===== src/rtl/alu_seq.sv =====
// Clocked ALU with a start/done handshake. Add, subtract and pass finish in one cycle;
// multiply (shift-add) and divide (restoring) iterate one bit per cycle.
module alu_seq #(
    parameter int WIDTH = 16,
    parameter int CNT_W = $clog2(WIDTH + 1)
) (
    input  logic             clk,
    input  logic             rst,
    input  logic             start,
    input  logic [WIDTH-1:0] in1,
    input  logic [WIDTH-1:0] in2,
    input  logic [2:0]       alu_op,
    output logic             busy,
    output logic             done,
    output logic [WIDTH-1:0] alu_out,
    output logic             z,
    output logic             dz
);

    // state | meaning
    // IDLE  | waiting for start; single-cycle ops and divide-by-zero resolve here
    // RUN   | WIDTH iterations of shift-add multiply or restoring divide
    // DONE  | result registered, done pulses for this one cycle
    typedef enum logic [1:0] {
        IDLE = 2'd0,
        RUN  = 2'd1,
        DONE = 2'd2
    } state_t;

    localparam logic [CNT_W-1:0] LAST = CNT_W'(WIDTH - 1);

    state_t               state, state_nxt;
    logic [CNT_W-1:0]     cnt, cnt_nxt;
    logic [WIDTH-1:0]     op_a, op_a_nxt;
    logic [WIDTH-1:0]     op_b, op_b_nxt;
    logic [2:0]           op_code, op_code_nxt;
    logic [2*WIDTH-1:0]   acc, acc_nxt;
    logic [WIDTH:0]       rem, rem_nxt;
    logic                 load;
    logic [WIDTH-1:0]     res;
    logic                 div0;

    logic [WIDTH:0]       mul_sum;
    logic [2*WIDTH-1:0]   mul_acc;
    logic [WIDTH+1:0]     div_shift;
    logic                 div_ge;
    logic [WIDTH:0]       div_rem;
    logic [WIDTH-1:0]     div_q;

    // acc holds {partial product, remaining multiplier} for multiply, and the
    // shifting dividend/quotient in its low half for divide.
    always_comb begin
        mul_sum   = {1'b0, acc[2*WIDTH-1:WIDTH]} + (acc[0] ? {1'b0, op_a} : '0);
        mul_acc   = {mul_sum, acc[WIDTH-1:1]};
        div_shift = {rem, acc[WIDTH-1]};
        div_ge    = (div_shift >= {2'b00, op_b});
        div_rem   = div_ge ? (div_shift[WIDTH:0] - {1'b0, op_b}) : div_shift[WIDTH:0];
        div_q     = {acc[WIDTH-2:0], div_ge};
    end

    always_comb begin
        state_nxt   = state;
        cnt_nxt     = cnt;
        op_a_nxt    = op_a;
        op_b_nxt    = op_b;
        op_code_nxt = op_code;
        acc_nxt     = acc;
        rem_nxt     = rem;
        load        = 1'b0;
        res         = '0;
        div0        = 1'b0;

        case (state)
            IDLE: begin
                if (start) begin
                    op_a_nxt    = in1;
                    op_b_nxt    = in2;
                    op_code_nxt = alu_op;
                    case (alu_op)
                        3'd1: begin
                            res       = in2 - in1;
                            load      = 1'b1;
                            state_nxt = DONE;
                        end
                        3'd2: begin
                            acc_nxt   = {{WIDTH{1'b0}}, in2};
                            cnt_nxt   = '0;
                            state_nxt = RUN;
                        end
                        3'd3: begin
                            if (in2 == '0) begin
                                res       = '1;
                                div0      = 1'b1;
                                load      = 1'b1;
                                state_nxt = DONE;
                            end else begin
                                acc_nxt   = {{WIDTH{1'b0}}, in1};
                                rem_nxt   = '0;
                                cnt_nxt   = '0;
                                state_nxt = RUN;
                            end
                        end
                        3'd4: begin
                            res       = in2;
                            load      = 1'b1;
                            state_nxt = DONE;
                        end
                        default: begin
                            res       = in1 + in2;
                            load      = 1'b1;
                            state_nxt = DONE;
                        end
                    endcase
                end
            end
            RUN: begin
                cnt_nxt = cnt + CNT_W'(1);
                if (op_code == 3'd2) begin
                    acc_nxt = mul_acc;
                end else begin
                    acc_nxt = {acc[2*WIDTH-1:WIDTH], div_q};
                    rem_nxt = div_rem;
                end
                if (cnt == LAST) begin
                    res       = (op_code == 3'd2) ? mul_acc[WIDTH-1:0] : div_q;
                    load      = 1'b1;
                    state_nxt = DONE;
                end
            end
            DONE: begin
                state_nxt = IDLE;
            end
            default: begin
                state_nxt = IDLE;
            end
        endcase
    end

    always_ff @(posedge clk) begin
        if (rst) begin
            state   <= IDLE;
            cnt     <= '0;
            op_a    <= '0;
            op_b    <= '0;
            op_code <= '0;
            acc     <= '0;
            rem     <= '0;
            alu_out <= '0;
            z       <= 1'b0;
            dz      <= 1'b0;
        end else begin
            state   <= state_nxt;
            cnt     <= cnt_nxt;
            op_a    <= op_a_nxt;
            op_b    <= op_b_nxt;
            op_code <= op_code_nxt;
            acc     <= acc_nxt;
            rem     <= rem_nxt;
            if (load) begin
                alu_out <= res;
                z       <= (res == '0);
                dz      <= div0;
            end
        end
    end

    assign busy = (state != IDLE);
    assign done = (state == DONE);

endmodule


===== config.mk =====
export PLATFORM = sky130hd
export DESIGN_NAME = alu_seq
export DESIGN_NICKNAME = d
export VERILOG_FILES = /design/src/rtl/alu_seq.sv
export SDC_FILE = /design/constraint.sdc
export NUM_CORES = 1
export LEC_CHECK = 0
export CORE_MARGIN = 1
export CORE_UTILIZATION = 55
export CTS_BUF_LIST = sky130_fd_sc_hd__clkbuf_4 sky130_fd_sc_hd__clkbuf_8
export DETAILED_ROUTE_END_ITERATION = 12
export PLACE_DENSITY = 0.81
export SETUP_SLACK_MARGIN = 0.05
export SLEW_MARGIN = 15
export SYNTH_ARGS = -nofsm -noshare
export SYNTH_HDL_FRONTEND = slang
export SYNTH_SLANG_ARGS = --single-unit

===== constraint.sdc =====
create_clock -name clk -period 4.2 [get_ports clk]
set_clock_uncertainty 0.05 [all_clocks]
set_input_delay 0.84 -clock clk [delete_from_list [all_inputs] [get_ports clk]]
set_output_delay 0.84 -clock clk [all_outputs]
set_load 0.02 [all_outputs]

## Word level (Yosys, flattened, before mapping)

Index checks and enable logic that the tools add are counted.

| operators by class | value |
|---|---|
| add/subtract/negate cells | 5 |
| order comparisons | 1 |
| equality and inequality tests | 16 |
| mux-type cells | 35 |
| reductions and logical operators | 10 |

Operator list:

| operator | count |
|---|---|
| 32-bit case mux with 2 select lines | 2 |
| 32-bit 2-to-1 mux | 3 |
| 17-bit 2-to-1 mux | 5 |
| 16-bit 2-to-1 mux | 5 |
| 16-bit case mux with 4 select lines | 1 |
| 17-bit case mux with 2 select lines | 1 |
| 16-bit zero test | 2 |
| 16-bit case mux with 2 select lines | 1 |
| 5-bit case mux with 2 select lines | 2 |
| 18-bit by 16-bit greater-or-equal comparator with 1-bit output | 1 |
| 16-bit by 16-bit adder with 17-bit output | 1 |
| 17-bit by 16-bit subtractor with 17-bit output | 1 |
| 16-bit adder | 1 |
| 16-bit subtractor | 1 |
| 5-bit 2-to-1 mux | 2 |
| 2-bit inequality test, second input constant | 5 |
| 5-bit AND reduction | 2 |
| 3-bit by 2-bit == test with 1-bit output, second input constant | 3 |
| 2-bit case mux with 2 select lines | 2 |
| 1-bit 2-to-1 mux | 6 |
| 2-bit 2-to-1 mux | 3 |
| 5-bit by 1-bit adder with 5-bit output, second input constant | 1 |
| 5-bit by 4-bit == test with 1-bit output, second input constant | 1 |
| 1-bit case mux with 2 select lines | 2 |
| 11 further kinds | 13 |

| word-level totals | value |
|---|---|
| register bits | 109 |
| input port bits | 38 |
| output and inout port bits | 20 |
| logic and storage cells | 78 |

## Logic depth before layout (Yosys ltp)

Gate-level depths: netlist of the first run.

| depth | value |
|---|---|
| depth after elaboration | 6 |
| gate-level depth with buffers | 17 |
| depth with buffers taken out | 17 |

## Least setup slack after synthesis of the first run

OpenSTA, ideal clock, no wires.

| timing path | value |
|---|---|
| kind | input -> register |
| start | in alu_op[2] |
| end | reg z |
| setup time | 0.115 ns |
| arrival | 3.667 ns |
| required time | 4.035 ns |
| slack | 0.367 ns |
| stages | 14 |
| buffers on the path | 1 |
| cell sequence | or3b_2 > clkbuf_1 > o21ai_0 > inv_1 > ha_1 > nor2b_1 > o211ai_1 > a31oi_1 > a21oi_1 > nor3b_1 > o32ai_1 > nor4_1 > and4_1 > a31o_1 |

| on the way | value |
|---|---|
| longest elaborated chain between the ends | 5 |
| elaborated cells between the ends (all ways) | 11 |
| classes of those cells | 4 x eq/ne; 6 x mux; 1 x reduce/logical |

Ends and longest elaborated chain:

| what | RTL line | source |
|---|---|---|
| start: declaration | 12 | `input logic [2:0] alu_op,` |
| 3-bit == test, or another cell as far along | 79 | `case (alu_op)` |
| 16-bit case mux with 4 select lines | 79 |  |
| 16-bit 2-to-1 mux | 75 | `if (start) begin` |
| 16-bit case mux with 2 select lines | 73 | `case (state)` |
| 16-bit zero test | 161 | `z <= (res == '0);` |
| end signal: assignment | 161 |  |
| end: declaration | 16 | `output logic z,` |

Parallel ways exist; a longest one is shown, timed or not.
A chain may end at the register's enable or synchronous reset.

## Final worst setup path of the first run

| timing path | value |
|---|---|
| start | in alu_op[0] |
| end | reg z |

Same word-level chain as after synthesis.

==> qor.log, run 1 <==
qor: outcome.status complete, no violations
qor: routing.wl_met3 1920 microns
qor: layout.num_antenna_cells 0
qor: synth.post-synth-top-area-fraction 28.7%
qor: timing.finalHoldWorstSlack 0.405 ns
qor: power.vdd.ir_drop.worst 0.162 mV
qor: power.power.switching_fraction 35.2%
qor: global_route.grt_pass1_wl 36,500 microns
qor: run.max_cap_viol_count 0
qor: synth.synth.distinct_cells 71
qor: synth.synthFlopType dfxtp_1
qor: layout.drive_above_1_share 12.7%
qor: timing.post-route-period-util 94.8%
qor: routing.top_layer_used met4
qor: power.sequential_power_share 40.9%
qor: synth.synthesis.yosys.warnings 0
qor: power.share_comb_of_total_power 34.9%
qor: global_route.grt.overflow.total 0
qor: timing.final_critical_path_setup_slack 0.219 ns
qor: synth.synth_cells 1,008
qor: cts.htreeDepth 3
qor: worst_setup_path.worst_ep_arrival_time 4.28 ns
qor: synth.post_synth_instance_area 0.00760 sq mm
qor: routing.wirelength 22,400 microns
qor: routing.detail_route.vias_per_cell 5.98
qor: timing.max_freq 251 MHz
qor: routing.drt.antenna.violating_nets 0
qor: routing.drc 0
qor: synth.synth_seq_cells 109
qor: placement.port-buffer-count 57
qor: global_route.first_global_vias 7,307
qor: cts.number_of_setup_buffers_added_after_cts 0
qor: routing.detail_route.iter0.violations 758
qor: power.internal_power 1.79 mW
qor: worst_setup_path.crit_fanout 6
qor: timing.max_slew.worst_pin.slew 1.09 ns
qor: routing.detailed_route_wire_length_per_cell 17.2 microns
qor: synth.ys_top_cells_by_area dfxtp_1 (29%), ha_1 (8.2%), nand2_1 (7.7%), a21oi_1 (6.3%), nor2_1 (5.6%)
qor: routing.detailedRoute.firstPassIterationCount 7
qor: synth.yosys.area.top_type dfxtp_1
qor: worst_setup_path.worst-path-buf-inv 2
qor: timing.period_minus_slack 3.98 ns
qor: layout.layout.core_utilization 68.5%
qor: cts.numClockSinks 109
qor: timing.max_slew_margin_vs_limit 27.4%
qor: power.switching_power 0.971 mW
qor: power.power.density_cell_area 302 mW/mm^2
qor: global_route.antenna_violations_before_repair 0
qor: cts.clk_transition_reported_paths 0.11 ns
qor: worst_setup_path.timing.setup.critical_path_class input port to flop
qor: worst_setup_path.crit_path_top_delay_cell clkdlybuf4s50_1
qor: worst_setup_path.end_kind flop
qor: synth.synth-edff-count 0
qor: placement.gp_congestion 0.962
qor: die.floorplan.rows 42
qor: timing.slew_viol_final 0
qor: placement.detailedPlace.worstSlack -0.320 ns
qor: worst_setup_path.cp_cell_sequence clkdlybuf4s50_1 > or3b_4 > o31ai_1 > buf_4 > o21a_1 > nand2_1 > xnor2_1 > ha_1 > a21o_1 > a21o_1 > or3_1 > o21ai_0 > a21oi_1 > xnor2_1 > nand2_1 > a21oi_1 > a31o_1
qor: layout.design.final.nets 1,209
qor: synth.synth_sequential_area_ratio 28.7%
qor: synth.ys_async_sr_fraction 0%
qor: synth.synthesis.area_per_instance 7.54 sq um
qor: die.design.core.area 0.0133 sq mm
qor: die.die_y_extent 120 microns
qor: routing.met2_layer_wire_length_in_the_routed_design 10,000 microns
qor: power.power.share.clock 24.2%
qor: cts.tritoncts done
qor: cts.clk_latency 0.41 ns
qor: cts.cts_buffers 9
qor: die.num_io_pins 58
qor: cts.cts_resized 0
qor: die.die_w 120 microns
qor: timing.grt_setup_unrepaired false
qor: layout.fillCellCount 1,121
qor: synth.postSynthNetCount 1,099
qor: worst_setup_path.cp.required 4.50 ns
qor: die.dieArea 0.0143 sq mm
qor: worst_setup_path.delay_contributed_by_the_slowest_stage_of_the_critical_path 0.49 ns
qor: layout.syn2layout_area_growth 20.3%
qor: timing.setup_violations 0
qor: placement.detailed_placement_wirelength_estimate 16,700 microns
qor: worst_setup_path.critPathTopFamily compound AO/OA/AOI/OAI gates
qor: routing.route.vias.total 7,763
qor: routing.met1_length 9820 microns
qor: min_path.hp-class flop to flop
qor: cts.hold_buffers 0
qor: cts.max_root_sink_buffers 2
qor: cts.clockRootBuffer clkbuf_8
qor: global_route.grt_max_degree 54
qor: die.start_util 56.9%
qor: power.leakagePower 3.87 nW
qor: worst_setup_path.startpoint_type input port
qor: timing.timing.final.hold_violations 0
qor: global_route.global_route.usage.total 32.5%
synthesized netlist by cell type (all sizes together) (14+ instances only):
library cell / number
mux2i: 24
clkbuf: 39
a22oi: 23
dfxtp: 109
and2: 22
a21oi: 97
nor2: 113
xor2: 18
nor2b: 14
ha: 50
a31oi: 20
nand2: 155
inv: 36
o21ai: 55
a21o: 19
buf: 17
xnor2: 33
per-stage QoR:
| stage | TNS (ns) | total power [mW] | cell area, sq um | instances |
|---|---|---|---|---|
| global route | 0 | 2.91 | 9140 | 1299 |
| floorplan | 0 | 1.75 | 7600 | 1008 |
| finish | 0 | 2.76 | 9140 | 1299 |
| CTS | 0 | 2.75 | 9110 | 1299 |
| global placement | -0.935 | 2.07 | 8910 | 1283 |
| detailed placement | -1.40 | 2.08 | 8910 | 1283 |
layout by cell type (no fill, tap or decap), types with 11 or more instances in the layout:
cell type,instances
a211oi_1,11
a21o_1,19
a21oi_1,94
a22oi_1,23
a31oi_1,19
and2_1,21
buf_4,99
clkdlybuf4s50_1,56
dfxtp_1,109
ha_1,50
inv_1,36
mux2i_1,24
nand2_1,155
nor2_1,113
nor2b_1,14
nor3_1,12
o21ai_0,51
xnor2_1,33
xor2_1,18
worst register-to-register path, cell delays in order, from the launching register on:
cell,delay (ns)
dfxtp_1,0.35
inv_1,0.08
ha_1,0.19
fa_1,0.22
nor2b_1,0.07
o31a_1,0.28
o2111ai_1,0.28
nand2_1,0.12
o21ai_1,0.13
and3_1,0.89
o311a_1,0.34
nor4b_1,0.25
a31o_1,0.18
logic make-up after synthesis:
kind of cell / synth area share [%]
AO/OA/AOI/OAI: 24.1
XOR/XNOR: 5.88
adder cells (fa/ha/maj): 9.02
buffers and inverters: 4.79
flip-flops: 28.7
multiplexers: 4.35
AND/OR/NAND/NOR: 23.1
state kept, by name (all words and copies together), names as in the netlist:
signal   count
acc         32
rem         17
z            1
alu_out     16
op_a        16
dz           1
cnt          5
op_code      3
state        2
op_b        16
power by group through the flow:
stage / Combinational [mW] / Sequential, mW / Clock [mW]
detailed placement: 0.934 / 1.15 / 0
global placement: 0.927 / 1.15 / 0
finish: 0.964 / 1.13 / 0.668
global route: 1.05 / 1.14 / 0.717
CTS: 0.940 / 1.13 / 0.678
floorplan: 0.592 / 1.16 / 0
final timing paths:
path	cells after the start	endpoint	from	slack, ns
setup / recovery	17	z$_SDFFE_PP0P_	alu_op[0]	0.22
hold / removal	2	op_a[2]$_SDFFE_PP0P_	op_a[2]$_SDFFE_PP0P_	0.40
setup reg to reg	12	z$_SDFFE_PP0P_	acc[15]$_SDFFE_PP0P_	0.71
hold reg to reg	2	op_a[2]$_SDFFE_PP0P_	op_a[2]$_SDFFE_PP0P_	0.40
area by class of cell:
| type | instances | area [sq um] | share of cell area [%] |
|---|---|---|---|
| inverters | 36 | 135 | 1.48 |
| clock buffers | 10 | 138 | 1.51 |
| well taps | 176 | 220 | 2.41 |
| repair buffers | 155 | 1300 | 14.3 |
| multi-input cells | 807 | 5100 | 55.8 |
| clock inverters | 6 | 62.6 | 0.684 |
| flip-flops and latches | 109 | 2180 | 23.9 |
layer usage:
| metal | vias up | track usage [%] |
|---|---|---|
| li1 | 3780 | - |
| met1 | 3596 | 44.1 |
| met2 | 330 | 51.4 |
| met3 | 57 | 6.13 |
| met4 | 0 | 11.1 |
| met5 | - | 0 |
No activity file was read; power rests on OpenSTA's default activity.
==> run 2: changes to the inputs <==
RECOVER_POWER = 50   (was default)
==> run 2 against run 1 <==
Effect of this change:
- the flow now finishes with violations (max-capacitance violations, max-slew violations)
- sequential power is essentially flat
- largest power group unchanged
- setup slack better by 0.0019 ns
- critical path depth did not move
==> qor.log, run 2 (synthesis gave the netlist of run 1 again) <==
qor: outcome.failing_checks max-capacitance violations, max-slew violations
qor: cts.max_root_sink_buffers 2 [unchanged]
qor: die.design.core.area 0.0133 sq mm [unchanged]
qor: worst_setup_path.critPathTopFamily compound AO/OA/AOI/OAI gates
qor: global_route.grt_max_degree 54 [unchanged]
qor: worst_setup_path.timing.setup.critical_path_class input port to flop
qor: layout.reg_top3 acc (32), rem (17)
qor: outcome.status finished, violations left
qor: timing.slew_viol_final 36 [+36]
qor: timing.setup_violations 0 [unchanged]
qor: power.internal_power 1.78 mW [-0.50%]
qor: routing.detail_route.iter0.violations 792 [+4.5%]
qor: cts.clk_latency 0.41 ns [about the same]
qor: layout.design.final.nets 1,209 [unchanged]
qor: worst_setup_path.cp_cell_sequence clkdlybuf4s50_1 > or3b_4 > o31ai_1 > buf_4 > o21a_1 > nand2_1 > xnor2_1 > ha_1 > a21o_1 > a21o_1 > or3_1 > o21ai_0 > a21oi_1 > xnor2_1 > nand2_1 > a21oi_1 > a31o_1
qor: run.max_cap_viol_count 1 [+1]
qor: layout.num_antenna_cells 0 [unchanged]
qor: global_route.grt.overflow.total 0 [unchanged]
qor: die.num_io_pins 58 [unchanged]
qor: worst_setup_path.rr_worst_depth 12 [unchanged]
qor: routing.detail_route.vias_per_cell 5.95 [-0.39%]
qor: layout.drive_above_1_share 12.3% [-0.45 points]
qor: power.leakagePower 3.91 nW [+1.0%]
qor: timing.post-route-period-util 94.7% [about the same]
qor: worst_setup_path.timing.critical_path.depth 17 [unchanged]
qor: routing.detailedRoute.firstPassIterationCount 9 [+2]
qor: cts.hold_buffers 0 [unchanged]
qor: timing.max_slew_margin_vs_limit -0.879% [-28 points]
qor: timing.grt_setup_unrepaired false
qor: min_path.whs_path_depth 2 [unchanged]
qor: power.sequential_power_share 40.9% [about the same]
qor: timing.max_freq 251 MHz [about the same]
qor: worst_setup_path.crit_fanout 6 [unchanged]
qor: worst_setup_path.worst_ep_arrival_time 4.28 ns [about the same]
qor: cts.clockRootBuffer clkbuf_8
qor: routing.wirelength 22,400 microns [about the same]
qor: placement.detailed_placement_wirelength_estimate 16,700 microns [unchanged]
qor: cts.numClockSinks 109 [unchanged]
qor: worst_setup_path.end_kind flop
qor: power.share_comb_of_total_power 34.8% [about the same]
qor: die.die_w 120 microns [unchanged]
qor: routing.detailed_route_wire_length_per_cell 17.2 microns [about the same]
qor: power.power.density_cell_area 302 mW/mm^2 [about the same]
qor: worst_setup_path.cp.required 4.50 ns [about the same]
qor: cts.tritoncts done
qor: worst_setup_path.startpoint_type input port
qor: timing.max_slew.worst_pin.slew 1.51 ns [+0.424 ns]
qor: die.die_y_extent 120 microns [unchanged]
qor: placement.gp_congestion 0.962 [unchanged]
qor: timing.setup_tns 0 ns [unchanged]
qor: global_route.grt_pass1_wl 36,500 microns [unchanged]
qor: layout.largest_register_ffs 32 [unchanged]
qor: cts.clk_transition_reported_paths 0.11 ns [about the same]
qor: min_path.hp-class flop to flop
qor: cts.htreeDepth 3 [unchanged]
qor: die.start_util 56.9% [unchanged]
qor: global_route.first_global_vias 7,307 [unchanged]
qor: power.switching_power 0.971 mW [about the same]
qor: layout.most_common_cell_after_layout_fill_and_taps_aside nand2_1
qor: worst_setup_path.delay_contributed_by_the_slowest_stage_of_the_critical_path 0.49 ns [about the same]
qor: layout.largest-register acc
qor: routing.drt.antenna.violating_nets 0 [unchanged]
qor: power.power 2.75 mW [-0.31%]
qor: die.dieArea 0.0143 sq mm [unchanged]
qor: timing.period_minus_slack 3.98 ns [-0.00189 ns]
qor: worst_setup_path.crit_path_top_delay_cell clkdlybuf4s50_1
qor: layout.syn2layout_area_growth 19.9%
qor: die.floorplan.rows 42 [unchanged]
qor: power.power.share.clock 24.3% [about the same]
qor: placement.port-buffer-count 57 [unchanged]
qor: power.vdd.ir_drop.worst 0.164 mV [+1.4%]
qor: layout.most-common-layout-cells nand2_1 (155), nor2_1 (113), dfxtp_1 (109)
qor: cts.cts_buffers 9 [unchanged]
qor: global_route.antenna_violations_before_repair 0 [unchanged]
qor: routing.route.vias.total 7,733 [-0.39%]
qor: worst_setup_path.worst-path-buf-inv 2 [unchanged]
qor: power.power.switching_fraction 35.3% [+0.12 points]
qor: global_route.global_route.usage.total 32.5% [unchanged]
qor: timing.timing.final.hold_violations 0 [unchanged]
qor: routing.drc 0 [unchanged]
==> run 2: cell types whose count changed in the layout (fill, tap and decap cells not counted), sizes merged <==
cell,delta
clkbuf,+3
dlygate4sd3,+22
buf,-3
clkdlybuf4s50,-22
==> run 2: timing repair <==
item | 4_1_cts | 5_1_grt
setup buffers | 0 | 0
setup endpoints to repair | 0 | 7
resized for setup | 0 | 10
==> run 2: tightest hold or removal path, cell delays in order (launching register included) <==
cell	delay (ns)
dfxtp_1	0.32
nand2_1	0.05
a21oi_1	0.05
==> run 2: stage by stage <==
stage | area [sq um] | hold WS, ns | setup WS, ns | utilization, % | std cells
global route | 9110 | 0.432 | 0.0833 | 68.3 | 1299
CTS | 9110 | 0.408 | 0.0926 | 68.2 | 1299
detailed placement | 8910 | 0.393 | -0.320 | 66.7 | 1283
global placement | 8910 | 0.388 | -0.268 | 66.7 | 1283
floorplan | 7600 | 0.376 | 0.367 | - | 1008
finish | 9110 | 0.405 | 0.221 | 68.3 | 1299
==> run 2: final cells by class <==
cell class,instances,area (sq um)
clock buffers,10,138
clock inverters,6,62.6
fillers,1124,4230
inverters,36,135
multi-input cells,807,5080
flip-flops and latches,109,2180
well taps,176,220
repair buffers,155,1290
==> run 2: power by group through the flow <==
stage / registers [mW] / logic (mW) / clock network [mW]
floorplan: 1.16 / 0.592 / 0
global placement: 1.15 / 0.927 / 0
global route: 1.13 / 1.04 / 0.717
detailed placement: 1.15 / 0.934 / 0
CTS: 1.13 / 0.940 / 0.678
finish: 1.13 / 0.956 / 0.668
==> run 2: per-layer routing <==
layer | track usage (%) | share of wire, %
met5 | 0 | 0
met4 | 11.1 | 2.7
met3 | 6.13 | 8.1
met2 | 51.4 | 45
met1 | 44.1 | 45
==> run 2: path summary, 6_finish.rpt <==
check | start | to | slack (ns)
worst min register to register | op_a[2]$_SDFFE_PP0P_ | op_a[2]$_SDFFE_PP0P_ | 0.40
worst min-delay path | op_a[2]$_SDFFE_PP0P_ | op_a[2]$_SDFFE_PP0P_ | 0.40
worst max-delay path | alu_op[0] | z$_SDFFE_PP0P_ | 0.22
worst max register to register | acc[15]$_SDFFE_PP0P_ | z$_SDFFE_PP0P_ | 0.68
==> run 3: changes to the inputs <==
CORE_UTILIZATION = 30   (was 55)
PLACE_DENSITY = 0.52   (was 0.81)
TNS_END_PERCENT = 1   (was default)
==> run 3 against run 2 <==
Effect of this change:
- the run still ends with max-capacitance violations, max-slew violations left
- via count fell by 2.7%
- sequential share of layout area shrank 0.88 points
- register-to-register slack better by 0.26 ns
- final cell count grew 12%
- core utilization shrank 30 points
- die area rose by 82%
- non-clock buffer count grew 9
- total power up 4.3%
- critical path depth shrank 3
- global-route usage down 12 points
- largest power group unchanged
==> qor.log, run 3 (synthesis gave the netlist of run 1 again) <==
qor: routing.detailedRoute.firstPassIterationCount 5 [-4]
qor: power.internal_power 1.84 mW [+3.6%]
qor: worst_setup_path.timing.setup.critical_path_class input port to flop
qor: die.floorplan.rows 57 [+36%]
qor: global_route.global_route.usage.total 20.3% [-12 points]
qor: worst_setup_path.startpoint_type input port
qor: global_route.antenna_violations_before_repair 0 [unchanged]
qor: cts.numClockSinks 109 [unchanged]
qor: global_route.grt_max_degree 43 [-20%]
qor: layout.design.final.nets 1,218 [+0.74%]
qor: layout.largest_register_ffs 32 [unchanged]
qor: min_path.hp-class flop to flop
qor: power.power.share.clock 25.5% [+1.2 points]
qor: outcome.status finished, violations left
qor: cts.clk_latency 0.40 ns [about the same]
qor: placement.gp_congestion 0.870 [-9.6%]
qor: layout.layout.core_utilization 38.5% [-30 points]
qor: layout.reg_top3 acc (32), rem (17)
qor: die.die_w 161 microns [+35%]
qor: layout.postLayoutCellArea 0.00946 sq mm [+3.8%]
qor: min_path.worst_min_delay_path_startpoint op_a[11]$_SDFFE_PP0P_
qor: die.design.core.area 0.0246 sq mm [+84%]
qor: layout.drive_above_1_share 14.0% [+1.8 points]
qor: layout.num_antenna_cells 0 [unchanged]
qor: worst_setup_path.worst_ep_arrival_time 4.29 ns [about the same]
qor: placement.port-buffer-count 57 [unchanged]
qor: worst_setup_path.cp.required 4.51 ns [about the same]
qor: timing.setup_violations 0 [unchanged]
qor: placement.detailed_placement_wirelength_estimate 19,500 microns [+17%]
qor: timing.max_slew_margin_vs_limit -12.8% [-12 points]
qor: worst_setup_path.rr_worst_depth 12 [unchanged]
qor: routing.drc 0 [unchanged]
qor: routing.detailed_route_wire_length_per_cell 17.9 microns [+3.6%]
qor: power.share_comb_of_total_power 35.2% [+0.4 points]
qor: die.num_io_pins 58 [unchanged]
qor: global_route.grt.overflow.total 0 [unchanged]
qor: routing.wirelength 26,000 microns [+16%]
qor: worst_setup_path.r2r_end acc[29]$_SDFFE_PP0P_
qor: cts.hold_buffers 0 [unchanged]
qor: timing.max_slew.worst_pin.slew 1.69 ns [+0.179 ns]
qor: outcome.failing_checks max-capacitance violations, max-slew violations
qor: min_path.worstHoldEndpoint op_a[11]$_SDFFE_PP0P_
qor: power.vdd.ir_drop.worst 0.141 mV [-14%]
qor: power.power.density_cell_area 303 mW/mm^2 [+0.48%]
qor: cts.tritoncts done
qor: timing.finalHoldWorstSlack 0.406 ns [+0.00161 ns]
qor: run.max_cap_viol_count 1 [unchanged]
qor: routing.detail_route.iter0.violations 491 [-38%]
qor: cts.htreeDepth 3 [unchanged]
qor: global_route.global_route.usage.met2 31.9% [-20 points]
qor: global_route.first_global_vias 7,265 [-0.57%]
qor: global_route.grt_pass1_wl 41,100 microns [+12%]
qor: cts.cts_buffers 9 [unchanged]
qor: timing.timing.final.hold_violations 0 [unchanged]
qor: layout.most_common_cell_after_layout_fill_and_taps_aside nand2_1
qor: placement.placed_cell_area 0.00914 sq mm [+2.7%]
qor: timing.post-route-period-util 94.8% [about the same]
qor: worst_setup_path.r2r_setup_slack 0.94 ns [+0.26 ns]
qor: worst_setup_path.crit_fanout 6 [unchanged]
qor: timing.grt_setup_unrepaired false
qor: power.sequential_power_share 39.3% [-1.6 points]
qor: timing.period_minus_slack 3.98 ns [+0.00211 ns]
qor: layout.largest-register acc
qor: worst_setup_path.end_kind flop
qor: global_route.global_route.peak_usage_layer met2
qor: power.power.switching_fraction 35.8% [+0.48 points]
qor: layout.syn2layout_area_growth 24.5%
qor: die.dieArea 0.0260 sq mm [+82%]
qor: die.start_util 30.9% [-26 points]
qor: global_route.met3_usage 2.03% [-4.1 points]
qor: routing.detail_route.vias_per_cell 5.17 [-13%]
qor: timing.setup_tns 0 ns [unchanged]
qor: placement.numPlacedInstances 1,438 [+12%]
qor: cts.max_root_sink_buffers 2 [unchanged]
qor: worst_setup_path.r2r-start acc[0]$_SDFFE_PP0P_
qor: routing.route.vias.total 7,522 [-2.7%]
qor: power.leakagePower 3.97 nW [+1.7%]
qor: timing.slew_viol_final 36 [unchanged]
qor: layout.layout.cells.non_filler 1,456 [+12%]
qor: timing.max_freq 251 MHz [about the same]
qor: cts.clockRootBuffer clkbuf_8
qor: layout.most-common-layout-cells nand2_1 (155), nor2_1 (113), dfxtp_1 (109)
qor: cts.clk_transition_reported_paths 0.12 ns [about the same]
qor: min_path.whs_path_depth 2 [unchanged]
qor: power.switching_power 1.03 mW [+5.8%]
qor: global_route.global_route.usage.met1 28.7% [-15 points]
qor: routing.drt.antenna.violating_nets 0 [unchanged]
qor: die.die_y_extent 161 microns [+35%]
run 3: per-stage QoR:
| step | setup WS, ns | total power [mW] |
|---|---|---|
| 3_3_place_gp | -0.302 | 2.13 |
| 5_1_grt | 0.0521 | 3.03 |
| 6_report | 0.218 | 2.87 |
| 4_1_cts | 0.0533 | 2.87 |
| 2_1_floorplan | 0.367 | 1.75 |
| 3_5_place_dp | -0.382 | 2.13 |
run 3: worst max-delay path: stages:
cell,delay [ns]
clkdlybuf4s50_1,0.47
or3b_4,0.44
o31ai_1,0.11
xor2_1,0.33
ha_4,0.28
a21o_1,0.19
a21o_1,0.17
nor4b_1,0.31
nor3_1,0.10
nor4_1,0.33
nand4_1,0.17
nor4_2,0.20
and4_1,0.23
a31o_1,0.14
run 3: timing repair:
| action | in CTS | in global routing |
|---|---|---|
| buffers inserted | 1 | 1 |
| setup endpoints to repair | 1 | 7 |
| pin swaps | 2 | 10 |
| resized for setup | 1 | 23 |
run 3: power by group through the flow:
stage,clock network (mW),registers [mW],logic [mW]
after global placement,0,1.15,0.978
after detailed placement,0,1.15,0.979
after global routing,0.788,1.14,1.11
final,0.731,1.13,1.01
after CTS,0.750,1.13,0.987
after floorplan,0,1.16,0.592
run 3: worst max-delay path by stage:
stage,startpoint,endpoint,cells past startpoint
global placement,alu_op[0],z$_SDFFE_PP0P_,15
CTS,alu_op[0],z$_SDFFE_PP0P_,14
global route,alu_op[0],z$_SDFFE_PP0P_,17
detailed placement,alu_op[0],z$_SDFFE_PP0P_,15
floorplan,alu_op[2],z$_SDFFE_PP0P_,14
finish,alu_op[0],z$_SDFFE_PP0P_,14
run 3: metal layers:
metal,part of all wire (%),vias up
li1,-,3793
met1,49,3525
met2,45,171
met3,4.4,33
met4,2.5,0
met5,0,-
run 3: final cells by class:
cell class / count / area (sq um)
fillers: 2637 / 15100
multi-input cells: 807 / 5160
flip-flops and latches: 109 / 2180
repair buffers: 164 / 1360
well taps: 324 / 405
inverters: 36 / 135
clock buffers: 9 / 124
clock inverters: 7 / 92.6
==> RTL edit 1, RTL diff (config.mk and constraints of run 2) <==
Remove the case item `3'd1` of the case on `alu_op`.
--- a/src/rtl/alu_seq.sv
+++ b/src/rtl/alu_seq.sv
@@ -78,9 +78,4 @@
                     op_code_nxt = alu_op;
                     case (alu_op)
-                        3'd1: begin
-                            res       = in2 - in1;
-                            load      = 1'b1;
-                            state_nxt = DONE;
-                        end
                         3'd2: begin
                             acc_nxt   = {{WIDTH{1'b0}}, in2};
Behaviour: not the same (a bounded check fails within 4 cycles, from zero or initial values and one cycle with rst high).
==> RTL edit 1 against run 2 <==
The flow still finishes with violations (capacitance limit, slew limit). Setup slack better by 0.22 ns. Sequential cell count unchanged. Register-to-register slack better by 0.23 ns. Hold slack better by 0.0015 ns. Critical endpoint unchanged. First-iteration DRC count down 22%. Wire length down 9.2%. Power down 5.8%. Clock power up 3.7%. Area after synthesis down 4.2%. Global-route usage down 1.6 points. Final cell count down 11%. Cell area down 10%.
==> RTL edit 1: results <==
{
  "layout-drive-gt1-share": 0.0730,
  "synth.distinct_cells": 82,
  "die_w_um": 117,
  "arrival_ns": 4.06,
  "violations": "capacitance limit, slew limit",
  "clock_latency_ns": 0.40,
  "synthArstFlopShare": 0,
  "max_slew.worst_pin.slew_ns": 1.62,
  "vias": 7051,
  "grt_pass1_wl_um": 32300,
  "wl_per_cell_um": 17.6,
  "hpwl_um": 15300,
  "peakVddDrop_uv": 230,
  "cp_slowest_stage_delay_ns": 0.53,
  "slew_violations": 37,
  "p_clk_mw": 0.693,
  "seq_cell_power_mw": 1.12,
  "ys_seq_area_frac": 0.300,
  "port_buffers": 57,
  "hold_path_class": "register to register",
  "cts-root-buf": "clkbuf_8",
  "synth_top_cells_by_count": "140 x nand2_1, 112 x a21oi_1, 109 x dfxtp_1",
  "cts_buffers": 9,
  "top_power_group": "registers",
  "drtIter0Drc": 617,
  "grt_usage": 0.309,
  "antenna_found_initial": 0,
  "reg2reg_setup_slack_ns": 0.91,
  "htree_levels": 3,
  "max_cap_violations": 1,
  "nFillCells": 1152,
  "max-clock-path-buffers": 2,
  "syn_inst": 942,
  "placedCellCount": 1142,
  "clk_pin_slew_worst_paths_ns": 0.11,
  "gp_congestion": 0.953,
  "status": "complete, but fails checks",
  "syn_nets": 1032,
  "cts_resized": 0,
  "drt_pre_antenna_iters": 5,
  "grt_pass1_vias": 6487,
  "yosysTopAreaCell": "dfxtp_1",
  "netSwitchingPower_mw": 0.890,
  "cp.buffers_inverters": 1,
  "final_cells": 1158,
  "yosys_warnings": 0,
  "p_leak_nw": 3.34,
  "path_max_fanout": 4,
  "ys_top_cells_by_area": "dfxtp_1 30%, ha_1 8.4%, a21oi_1 7.7%, nand2_1 7.2%, nor2_1 5.6%",
  "post_cts_buffers": 0,
  "crit_slowest_cell": "a2111oi_2",
  "antenna_left": 0,
  "worstRegToRegCells": 12,
  "diodes": 0,
  "grt_max_degree": 84
}
-- RTL edit 1: cell count changes after synthesis, moves of 6 or more --
cell	delta
mux2i_1	+10
clkbuf_1	-8
xnor2_1	-13
a211oi_1	-6
a21oi_1	+17
inv_1	-11
o21ai_0	-10
a31oi_1	-9
nand2_1	-15
xor2_1	-6
-- RTL edit 1: final timing paths --
check | start | endpoint
worst min register to register | op_a[13] | op_a[13]
worst min-delay path | op_a[13] | op_a[13]
worst max-delay path | in1[0] | z
worst max register to register | acc[0] | acc[29]
-- RTL edit 1: cell type report --
type                    count  area [sq um]  area share
inverters                  25          93.8      0.0114
flip-flops and latches    109          2180       0.266
well taps                 172           215      0.0262
clock buffers              10           131      0.0160
clock inverters             6          75.1     0.00916
multi-input cells         759          4780       0.583
repair buffers             77           719      0.0877
-- RTL edit 1: metrics by stage --
step	power, mW	setup WS, ns	instance area [sq um]	hold WS (ns)
after detailed placement	1.92	0.0989	8010	0.394
after floorplan	1.70	0.936	7280	0.373
final	2.59	0.437	8200	0.406
after global routing	2.72	0.272	8200	0.426
after CTS	2.60	0.504	8220	0.409
after global placement	1.91	0.177	8010	0.388
-- RTL edit 1: routing by layer --
layer | wire length (um) | track usage
met5 | 0 | 0
met4 | 539 | 0.110
met3 | 1430 | 0.0623
met2 | 9320 | 0.510
met1 | 9050 | 0.400
-- RTL edit 1: kinds of logic after synthesis --
kind of cell / count (synthesis) / share of synthesized area
AO/OA/AOI/OAI: 276 / 0.244
XOR/XNOR: 32 / 0.0385
adder cells (fa/ha/maj): 52 / 0.0924
flip-flops: 109 / 0.300
buffers and inverters: 74 / 0.0445
AND/OR/NAND/NOR: 358 / 0.224
multiplexers: 41 / 0.0575
==> RTL edit 2, RTL diff (config.mk and constraints of run 2) <==
Without the edit above. `WIDTH`: 16 -> 32.
--- a/src/rtl/alu_seq.sv
+++ b/src/rtl/alu_seq.sv
@@ -2,5 +2,5 @@
 // multiply (shift-add) and divide (restoring) iterate one bit per cycle.
 module alu_seq #(
-    parameter int WIDTH = 16,
+    parameter int WIDTH = 32,
     parameter int CNT_W = $clog2(WIDTH + 1)
 ) (
Interface: changed (resized alu_out, in1 and in2); port bits go from 58 to 106. No check against the original RTL was run, so the function may have changed too.
==> RTL edit 2 against run 2 <==
Global-route usage rose by 5.0 points. Combinational power rose by 110%. Critical path depth fell by 1. Power rose by 130%. Wire length rose by 140%. Sequential cell count rose by 97. Non-clock buffer count rose by 248. Fmax fell by 12%. The flow finishes with violations (DRC, setup timing). Sequential power rose by 88%. Largest cell class unchanged. Clock power rose to 3.4 times the old value. Area after synthesis rose by 95%. Setup slack got worse by 0.57 ns. Final cell count rose by 100%. Cell area rose by 120%.
==> RTL edit 2: results <==
{
  "status": "complete, but fails checks",
  "violations": "DRC, setup timing",
  "fin_nets": 2462,
  "arrival_ns": 4.95,
  "htree_levels": 2,
  "placed_cell_area_sq_um": 18000,
  "reg_top3": "acc: 64 flops, rem: 33 flops",
  "hpwl_um": 39900,
  "gp_congestion": 0.978,
  "drtIter0Drc": 1575,
  "port_buffers": 105,
  "vias_per_cell": 6.17,
  "syn_nets": 2127,
  "nFillCells": 2043,
  "cts_buffers": 39,
  "wl_per_cell_um": 20.0,
  "drt_pre_antenna_iters": 9,
  "peakVddDrop_uv": 312,
  "synth_ff_type": "dfxtp_1",
  "grt_usage": 0.375,
  "timing.setup.tns_ns": -0.575,
  "dp_worst_setup_slack_ns": -1.63,
  "grt_pass1_vias": 15900,
  "hold_path_class": "register to register",
  "muxShareOfSynthArea": 0.0230,
  "layout-drive-gt1-share": 0.222,
  "clk_pin_slew_worst_paths_ns": 0.06,
  "cts-root-buf": "clkbuf_8",
  "ys_seq_area_frac": 0.278,
  "antenna_found_initial": 3,
  "drc_errors": 1,
  "yosys.area_share.adder": 0.0859,
  "grt_max_degree": 82,
  "grt_pass1_wl_um": 83100,
  "path_max_fanout": 4,
  "setup_slack_ns": -0.345,
  "max_cap_violations": 0,
  "p_leak_nw": 8.75,
  "synth-xor-area-share": 0.0662,
  "synthArstFlopShare": 0,
  "yosys_warnings": 0,
  "clock_latency_ns": 0.57,
  "slew_headroom": 0.236,
  "synth_compound_area_frac": 0.283,
  "cp_slowest_stage_delay_ns": 0.59,
  "max-clock-path-buffers": 3,
  "synth.distinct_cells": 93,
  "crit_slowest_cell": "dlygate4sd3_1",
  "setup_viol": 3,
  "ys_top_cells_by_area": "dfxtp_1 28%, ha_1 8.2%, a21oi_1 7.7%, nand2_1 6.6%, nor2_1 4.5%",
  "synth_top_cells_by_count": "262 x nand2_1, 229 x a21oi_1, 206 x dfxtp_1"
}
RTL edit 2: cells by family (layout without fill, tap and decap cells):
family                     after synthesis  after routing
and+or+nand+nor                        687            687
xor gates and xnor gates               112            112
DFF                                    206            206
muxes                                   34             34
AOI/OAI and AO/OA                      647            647
adders and majority gates              100            100
buffers and inverters                  171            534
other                                    0              3
RTL edit 2: cell type report:
cell class,instances,area share
multi-input combinational,1580,0.542
sequential,206,0.209
timing repair buffer,403,0.170
clock buffer,57,0.0364
tap,335,0.0213
inverter,62,0.0118
clock inverter,12,0.00858
antenna,3,0.000381
RTL edit 2: routing by layer:
metal  GRT usage  wire length, um  part of all wire
met5           0                0                 0
met3      0.0663             4190             0.079
met2       0.611            23700              0.45
met4       0.213             3390             0.064
met1       0.467            21900              0.41
RTL edit 2: power by group:
part           internal (mW)  total, mW  switching [mW]
Clock                   1.34       2.27           0.922
Combinational          0.917       2.04            1.12
Sequential              2.06       2.12          0.0639
RTL edit 2: worst max-delay path: cells and delay by family:
family                 cells  cell delay (ns)
AND/OR/NAND/NOR            6             1.63
AO/OA/AOI/OAI              6             1.31
buffers and inverters      4             1.16
RTL edit 2: worst paths after layout:
| check | startpoint | endpoint | slack (ns) | cells after the start |
|---|---|---|---|---|
| hold reg to reg | op_a[15] | op_a[15] | 0.40 | 2 |
| hold / removal | op_a[15] | op_a[15] | 0.40 | 2 |
| setup / recovery | in2[0] | z | -0.34 | 16 |
| setup reg to reg | acc[31] | z | -0.14 | 16 |
RTL edit 2: repair_timing:
action                     CTS  global route
resized for setup          106            72
setup endpoints to repair   18            14
buffers inserted            16            12
pin swaps                   51            54
RTL edit 2: metrics by stage:
step,utilization,hold slack (ns),std cells,power [mW]
floorplan,-,0.381,1957,3.21
global placement,0.685,0.391,2557,3.96
detailed placement,0.685,0.392,2557,3.99
CTS,0.733,0.401,2642,6.32
global route,0.749,0.416,2658,6.70
finish,0.749,0.399,2658,6.42
